<file path="config.mk">
export PLATFORM = sky130hd
export DESIGN_NAME = vx_norm_shift
export DESIGN_NICKNAME = d
export VERILOG_FILES = /design/src/rtl/vx_norm_shift.sv
export SDC_FILE = /design/constraint.sdc
export NUM_CORES = 1
export LEC_CHECK = 0
export ABC_AREA = 0
export BUFFER_PORTS_ARGS = -buffer_cell sky130_fd_sc_hd__buf_2
export CELL_PAD_IN_SITES_DETAIL_PLACEMENT = 1
export CELL_PAD_IN_SITES_GLOBAL_PLACEMENT = 2
export CORE_ASPECT_RATIO = 0.5
export CORE_MARGIN = 3
export CORE_UTILIZATION = 30
export DETAILED_ROUTE_END_ITERATION = 8
export PLACE_DENSITY_LB_ADDON = 0.1
export SETUP_SLACK_MARGIN = 0.15
export SYNTH_ARGS = -nofsm -noshare
export SYNTH_HDL_FRONTEND = slang
export SYNTH_SLANG_ARGS = --single-unit
</file>
<file path="constraint.sdc">
create_clock -name clk -period 2.4 [get_ports clk]
set_input_delay 0.12 -clock clk [delete_from_list [all_inputs] [get_ports clk]]
set_output_delay 0.12 -clock clk [all_outputs]
set_load 0.05 [all_outputs]
</file>
<file path="src/rtl/vx_norm_shift.sv">
// Two-stage normalizing shifter: S0 registers the input beat, S1 registers the shifted value and adjusted exponent.
// Optional zero-beat performance counter is enabled by defining NORM_PERF_EN.
module vx_norm_shift #(
  parameter  int N    = 32,
  parameter  int EXPW = 8,
  parameter  int TAGW = 1,
  localparam int LOGN = $clog2(N)
) (
  input  logic            clk,
  input  logic            reset,
  input  logic            valid_in,
  output logic            ready_in,
  input  logic [N-1:0]    data_in,
  input  logic [LOGN-1:0] lzc_in,
  input  logic            lzc_valid_in,
  input  logic [EXPW-1:0] exp_in,
  input  logic [TAGW-1:0] tag_in,
  output logic            valid_out,
  input  logic            ready_out,
  output logic [N-1:0]    data_out,
  output logic [EXPW-1:0] exp_out,
  output logic [LOGN-1:0] shift_out,
  output logic            zero_out,
  output logic            underflow_out,
  output logic [TAGW-1:0] tag_out
`ifdef NORM_PERF_EN
  ,
  output logic [31:0]     perf_zero_count
`endif
);

  // Common width wide enough for both the exponent and the shift count.
  localparam int             CW  = ((EXPW > LOGN) ? EXPW : LOGN) + 1;
  localparam logic [LOGN:0]  N_W = (LOGN + 1)'(N);

  logic            s0_valid_q, s0_valid_d;
  logic [N-1:0]    s0_data_q, s0_data_d;
  logic [LOGN-1:0] s0_lzc_q, s0_lzc_d;
  logic            s0_lzv_q, s0_lzv_d;
  logic [EXPW-1:0] s0_exp_q, s0_exp_d;
  logic [TAGW-1:0] s0_tag_q, s0_tag_d;

  logic            s1_valid_q, s1_valid_d;
  logic [N-1:0]    s1_data_q, s1_data_d;
  logic [EXPW-1:0] s1_exp_q, s1_exp_d;
  logic [LOGN-1:0] s1_shift_q, s1_shift_d;
  logic            s1_zero_q, s1_zero_d;
  logic            s1_uf_q, s1_uf_d;
  logic [TAGW-1:0] s1_tag_q, s1_tag_d;

  logic            s1_adv_s;
  logic            in_xfer_s;
  logic [CW-1:0]   exp_w_s, lzc_w_s;
  logic [N-1:0]    nrm_data_s;
  logic [EXPW-1:0] nrm_exp_s;
  logic [LOGN-1:0] nrm_shift_s;
  logic            nrm_zero_s, nrm_uf_s;

  // Handshake and S0 capture.
  always_comb begin
    s1_adv_s   = !s1_valid_q || ready_out;
    ready_in   = !reset && (!s0_valid_q || s1_adv_s);
    in_xfer_s  = valid_in && ready_in;
    s0_valid_d = s0_valid_q;
    s0_data_d  = s0_data_q;
    s0_lzc_d   = s0_lzc_q;
    s0_lzv_d   = s0_lzv_q;
    s0_exp_d   = s0_exp_q;
    s0_tag_d   = s0_tag_q;
    if (ready_in) begin
      s0_valid_d = valid_in;
    end else begin
      s0_valid_d = s0_valid_q;
    end
    if (in_xfer_s) begin
      s0_data_d = data_in;
      s0_lzc_d  = lzc_in;
      s0_lzv_d  = lzc_valid_in;
      s0_exp_d  = exp_in;
      s0_tag_d  = tag_in;
    end else begin
      s0_data_d = s0_data_q;
    end
  end

  // Normalization of the S0 beat; a zero beat bypasses the shift entirely.
  always_comb begin
    exp_w_s     = CW'(s0_exp_q);
    lzc_w_s     = CW'(s0_lzc_q);
    nrm_data_s  = '0;
    nrm_exp_s   = s0_exp_q;
    nrm_shift_s = '0;
    nrm_zero_s  = 1'b1;
    nrm_uf_s    = 1'b0;
    if (s0_lzv_q) begin
      // Shift counts at or beyond N (non-power-of-two N) flush the value.
      if ({1'b0, s0_lzc_q} >= N_W) begin
        nrm_data_s = '0;
      end else begin
        nrm_data_s = s0_data_q << s0_lzc_q;
      end
      nrm_exp_s   = EXPW'(exp_w_s - lzc_w_s);
      nrm_shift_s = s0_lzc_q;
      nrm_zero_s  = 1'b0;
      nrm_uf_s    = (lzc_w_s > exp_w_s);
    end else begin
      nrm_zero_s = 1'b1;
    end
  end

  // S1 capture; holds every field while the downstream stalls.
  always_comb begin
    s1_valid_d = s1_valid_q;
    s1_data_d  = s1_data_q;
    s1_exp_d   = s1_exp_q;
    s1_shift_d = s1_shift_q;
    s1_zero_d  = s1_zero_q;
    s1_uf_d    = s1_uf_q;
    s1_tag_d   = s1_tag_q;
    if (s1_adv_s) begin
      s1_valid_d = s0_valid_q;
      if (s0_valid_q) begin
        s1_data_d  = nrm_data_s;
        s1_exp_d   = nrm_exp_s;
        s1_shift_d = nrm_shift_s;
        s1_zero_d  = nrm_zero_s;
        s1_uf_d    = nrm_uf_s;
        s1_tag_d   = s0_tag_q;
      end else begin
        s1_data_d = s1_data_q;
      end
    end else begin
      s1_valid_d = s1_valid_q;
    end
  end

  // Pipeline registers.
  always_ff @(posedge clk) begin
    if (reset) begin
      s0_valid_q <= 1'b0;
      s0_data_q  <= '0;
      s0_lzc_q   <= '0;
      s0_lzv_q   <= 1'b0;
      s0_exp_q   <= '0;
      s0_tag_q   <= '0;
      s1_valid_q <= 1'b0;
      s1_data_q  <= '0;
      s1_exp_q   <= '0;
      s1_shift_q <= '0;
      s1_zero_q  <= 1'b0;
      s1_uf_q    <= 1'b0;
      s1_tag_q   <= '0;
    end else begin
      s0_valid_q <= s0_valid_d;
      s0_data_q  <= s0_data_d;
      s0_lzc_q   <= s0_lzc_d;
      s0_lzv_q   <= s0_lzv_d;
      s0_exp_q   <= s0_exp_d;
      s0_tag_q   <= s0_tag_d;
      s1_valid_q <= s1_valid_d;
      s1_data_q  <= s1_data_d;
      s1_exp_q   <= s1_exp_d;
      s1_shift_q <= s1_shift_d;
      s1_zero_q  <= s1_zero_d;
      s1_uf_q    <= s1_uf_d;
      s1_tag_q   <= s1_tag_d;
    end
  end

  assign valid_out     = s1_valid_q;
  assign data_out      = s1_data_q;
  assign exp_out       = s1_exp_q;
  assign shift_out     = s1_shift_q;
  assign zero_out      = s1_zero_q;
  assign underflow_out = s1_uf_q;
  assign tag_out       = s1_tag_q;

`ifdef NORM_PERF_EN
  logic [31:0] perf_q, perf_d;

  // Saturating count of zero beats accepted at the input.
  always_comb begin
    perf_d = perf_q;
    if (in_xfer_s && !lzc_valid_in && (perf_q != 32'hFFFF_FFFF)) begin
      perf_d = perf_q + 32'd1;
    end else begin
      perf_d = perf_q;
    end
  end

  // Counter register.
  always_ff @(posedge clk) begin
    if (reset) begin
      perf_q <= 32'd0;
    end else begin
      perf_q <= perf_d;
    end
  end

  assign perf_zero_count = perf_q;
`endif

endmodule

</file>
# [Word-level counts from Yosys, hierarchy flattened]
# Index checks and enable logic that the tools add are counted.
[word_totals] ff_bits=97
[classes] addsub=1 magnitude_cmp=1 n_shift=1 n_mux=5 reduce_logical=8
[op_table] operator="$mux W32" n=1
[op_table] operator="$shl A32 B5 Y32" n=1
[op_table] operator="$gt A5 B8 Y1" n=1
[op_table] operator="$mux W8" n=1
[op_table] operator="$sub A8 B5 Y8" n=1
[op_table] operator="$mux W5" n=1
[op_table] operator="$logic_not A1 Y1" n=3
[op_table] operator="$logic_and A1 B1 Y1" n=2
[op_table] operator="$logic_or A1 B1 Y1" n=2
[op_table] operator="$mux W1" n=2
[op_table] operator="$reduce_and A2 Y1" n=1

# [Logic depth before layout (Yosys ltp)]
[depth] depth_word=5 ltp_mapped=11 mapped_depth_nobuf=10

# [Worst setup path after synthesis]
# OpenSTA, ideal clock, no wires.
[synth_timing] kind="register to register" startpoint="register s1_valid_q, in the netlist valid_out" endpoint="register s0_lzc_q[1]" setup_time_ns=0.088 t_arrival_ns=2.421 path_slack_ns=-0.108 stages_incl_launch_ff=8 path_buffers=2 period_less_slack_ns=2.508 cell_sequence="dfxtp_1 > nor2b_1 > a21oi_1 > and2_1 > clkbuf_1 > clkbuf_1 > nand2_1 > o31ai_1"
[synth_via] elab_chain_len=5
[synth_rtl] item="start: declaration" line="43" text="logic s1_valid_q, s1_valid_d;"
[synth_rtl] item="start signal: assignment" line="160" text="s1_valid_q <= s1_valid_d;"
[synth_rtl] item="$logic_not A1 Y1" line="61" text="s1_adv_s = !s1_valid_q || ready_out;"
[synth_rtl] item="$logic_or A1 B1 Y1" line="61"
[synth_rtl] item="$logic_or A1 B1 Y1" line="62" text="ready_in = !reset && (!s0_valid_q || s1_adv_s);"
[synth_rtl] item="$logic_and A1 B1 Y1" line="62"
[synth_rtl] item="net ready_in" line="12" text="output logic ready_in,"
[synth_rtl] item="$logic_and A1 B1 Y1" line="63" text="in_xfer_s = valid_in && ready_in;"
[synth_rtl] item="end signal: assignment" line="156" text="s0_lzc_q <= s0_lzc_d;"
[synth_rtl] item="end: declaration" line="38" text="logic [LOGN-1:0] s0_lzc_q, s0_lzc_d;"
# The timed path passes the listed nets, and every way through them passes these cells.
# A chain may end at the register's enable or synchronous reset.

# [Worst setup path in the final report]
[layout_timing] startpoint="register s0_lzc_q[1]" endpoint="register s1_exp_q[7], in the netlist exp_out[7]"
[layout_via] elab_chain_len=2
[layout_rtl] item="$sub A8 B5 Y8" line="102" text="nrm_exp_s = EXPW'(exp_w_s - lzc_w_s);"
[layout_rtl] item="$mux W8" line="95" text="if (s0_lzv_q) begin"
[layout_rtl] item="end signal: assignment" line="162" text="s1_exp_q <= s1_exp_d;"
[layout_rtl] item="end: declaration" line="45" text="logic [EXPW-1:0] s1_exp_q, s1_exp_d;"
# No other way between the ends.

==> flow_summary.json <==
{
  "powerDensity_nw_per_um2": 598,
  "synth.distinct_cells": 55,
  "synthMuxAreaShare_pct": 18.1,
  "slowest_stage": "dfxtp_2",
  "synthSimpleGateAreaFrac_pct": 23.4,
  "whs_ns": 0.0200,
  "n_antenna_cell": 0,
  "gp_congestion": 0.811,
  "die_x_um": 196,
  "cts_tree": "yes",
  "fin_nets": 828,
  "grt_pass1_vias": 5318,
  "die_h_um": 101,
  "synth_area_per_cell_sq_um": 8.46,
  "setup_viol": 0,
  "yosysTopAreaCellShare_pct": 36.0,
  "slew-limit-headroom_pct": 68.6,
  "drv_cap": 0,
  "critPathMaxFanout": 4,
  "ys_ff_latch": 97,
  "power_mw": 4.16,
  "synth_common_cells": "nand2_1, dfxtp_1, mux2i_1",
  "cts_buffers": 9,
  "path_cells": "clkinv_1 > ha_1 > nor2b_1 > o21ai_1 > a21boi_0 > o21a_1 > or3_1 > a311oi_1",
  "syn_area_sq_um": 5400,
  "clk_latency_ns": 0.36,
  "multi_input_area_sq_um": 3190,
  "slew_viol_final": 0,
  "synthFlopType": "dfxtp_1",
  "synth_compound_area_share_pct": 15.0,
  "start_kind": "register",
  "grt_overflow": 0,
  "p_leak_nw": 2.91,
  "clockBufferDepth": 2,
  "worstMarginPinSlew_ns": 0.458,
  "synth-edff-count": 0,
  "placeableCoreArea_sq_um": 17000,
  "worstPathRequired_ns": 2.66,
  "path_clk_slew_ns": 0.07,
  "ioPinCount": 101,
  "cp_top_family": "compound AO/OA/AOI/OAI gates",
  "max_stage_delay_ns": 0.35,
  "placementRows": 33,
  "synthMostInstantiatedCell": "nand2_1",
  "seq_area_sq_um": 1940,
  "synth_area_leaders": "dfxtp_1, mux2i_1, nand2_1, nand3b_1, mux4_2",
  "hpwlAfterDp_mm": 14.5,
  "skew_ns": 0.00673,
  "clock-sinks": 97,
  "initial_core_util_pct": 31.8,
  "r2r_slack_ns": 0.29,
  "drt_iter0_drc": 313,
  "rsz0062_at_grt": "yes",
  "root_buffer": "clkbuf_16",
  "grt_pass1_wl_mm": 31.3,
  "critPathCaptureType": "register",
  "antenna_left": 0,
  "fillers": 2054,
  "synth_top_family_by_area": "simple AND/OR/NAND/NOR gates",
  "drive_gt1_share_pct": 23.2,
  "drc_errors": 0,
  "first_pass_iters": 4,
  "synth_xor_area_share_pct": 0.487,
  "yosys_warnings": 0,
  "synthAdderAreaFrac_pct": 1.53,
  "yosysSeqAreaShare_pct": 36.0,
  "fp.dieArea_sq_um": 19700,
  "timing.fmax_mhz": 474,
  "track_usage_pct": 20.5,
  "fin_crit_sh_pct": 87.9,
  "io_buffers": 100,
  "fin_area_sq_um": 6950,
  "status": "complete, no violations",
  "cts_setup_buffers": 0,
  "ir_worst_vdd_uv": 338,
  "criticalPathCategory": "register to register",
  "htreeDepth": 3,
  "synth_cells": 638,
  "fin_setup_tns_ns": 0,
  "min_path_type": "input port to register",
  "hold_viol": 0,
  "drt-total-wl_mm": 19.8,
  "yosysTopAreaCell": "dfxtp_1",
  "path_buf_inv": 1,
  "async_flop_share_pct": 0,
  "antenna_found_initial": 0,
  "fin_crit_ns": 2.11,
  "grt_max_degree": 98,
  "area_growth_pct": 28.8,
  "synth_nets": 695,
  "vias_per_cell": 5.18,
  "vias": 5198,
  "wl_per_cell_um": 19.8,
  "place_area_sq_um": 6210,
  "cp.arrival_ns": 2.37
}
==> sequential cells by signal, indices dropped and copies added (netlist names) <==
signal	cells
s0_valid_q	1
s0_lzc_q	5
tag_out	1
shift_out	5
s0_data_q	32
s0_tag_q	1
zero_out	1
data_out	32
exp_out	8
underflow_out	1
valid_out	1
s0_lzv_q	1
s0_exp_q	8
==> metal layers <==
layer	global-route usage, %	up-vias	wire length (um)
li1	-	2527	-
met1	31.4	2561	10400
met2	29.3	96	8170
met5	0	-	0
met4	3.89	0	155
met3	4.84	14	1050
==> power by group <==
group	switching, mW	internal, mW	total [mW]
combinational	0.573	0.411	0.984
clock	0.633	0.760	1.39
sequential	0.0928	1.69	1.78
==> what timing repair did <==
item                       in CTS  in global routing
setup endpoints to repair       0                  6
resized for setup               0                  6
hold endpoints to repair       44                  0
hold buffers                   44                  0
==> worst paths after layout <==
check	end	startpoint	cells past startpoint
max	exp_out[7]	s0_lzc_q[1]	8
min	s0_data_q[10]	data_in[10]	3
max reg2reg	exp_out[7]	s0_lzc_q[1]	8
min reg2reg	shift_out[3]	shift_out[3]	2
==> worst register-to-register path, stage by stage (launching register included) <==
cell      delay [ns]
dfxtp_2         0.35
clkinv_1        0.13
ha_1            0.31
nor2b_1         0.13
o21ai_1         0.15
a21boi_0        0.14
o21a_1          0.21
or3_1           0.34
a311oi_1        0.26
==> cells by family after synthesis <==
| logic type | Yosys count |
|---|---|
| AOI/OAI and AO/OA | 124 |
| muxes | 78 |
| xor gates and xnor gates | 3 |
| adders and majority gates | 6 |
| DFF | 97 |
| buffers and inverters | 63 |
| and+or+nand+nor | 267 |
==> layout make-up <==
type,instances,share of cell area (%)
clock buffer,14,3.80
multi-input combinational,478,45.9
tap,227,4.09
sequential,97,28.0
clock inverter,2,0.180
inverter,8,0.432
timing repair buffer,177,17.6
==> metrics by stage <==
stage / setup slack, ns / std cells / utilization [%]
finish: 0.291 / 1003 / 41.0
CTS: 0.208 / 1003 / 40.8
floorplan: 0.157 / 638 / -
detailed placement: 0.225 / 943 / 36.6
global placement: 0.272 / 943 / 36.6
global route: 0.115 / 1003 / 41.0
==> placed cells by master (no fill, tap or decap), drive strengths merged, types with 12 or more instances in the layout <==
cell type    Yosys  layout
nand3           12      12
dlygate4sd3      0      44
a21oi           34      34
o21ai           15      15
mux2i           53      53
mux4            14      14
a22oi           22      22
clkbuf          30      14
nand3b          43      43
nand2          137     137
dfxtp           97      97
buf             25     133
nor2            40      40
Power figures use the tool's default switching activity.
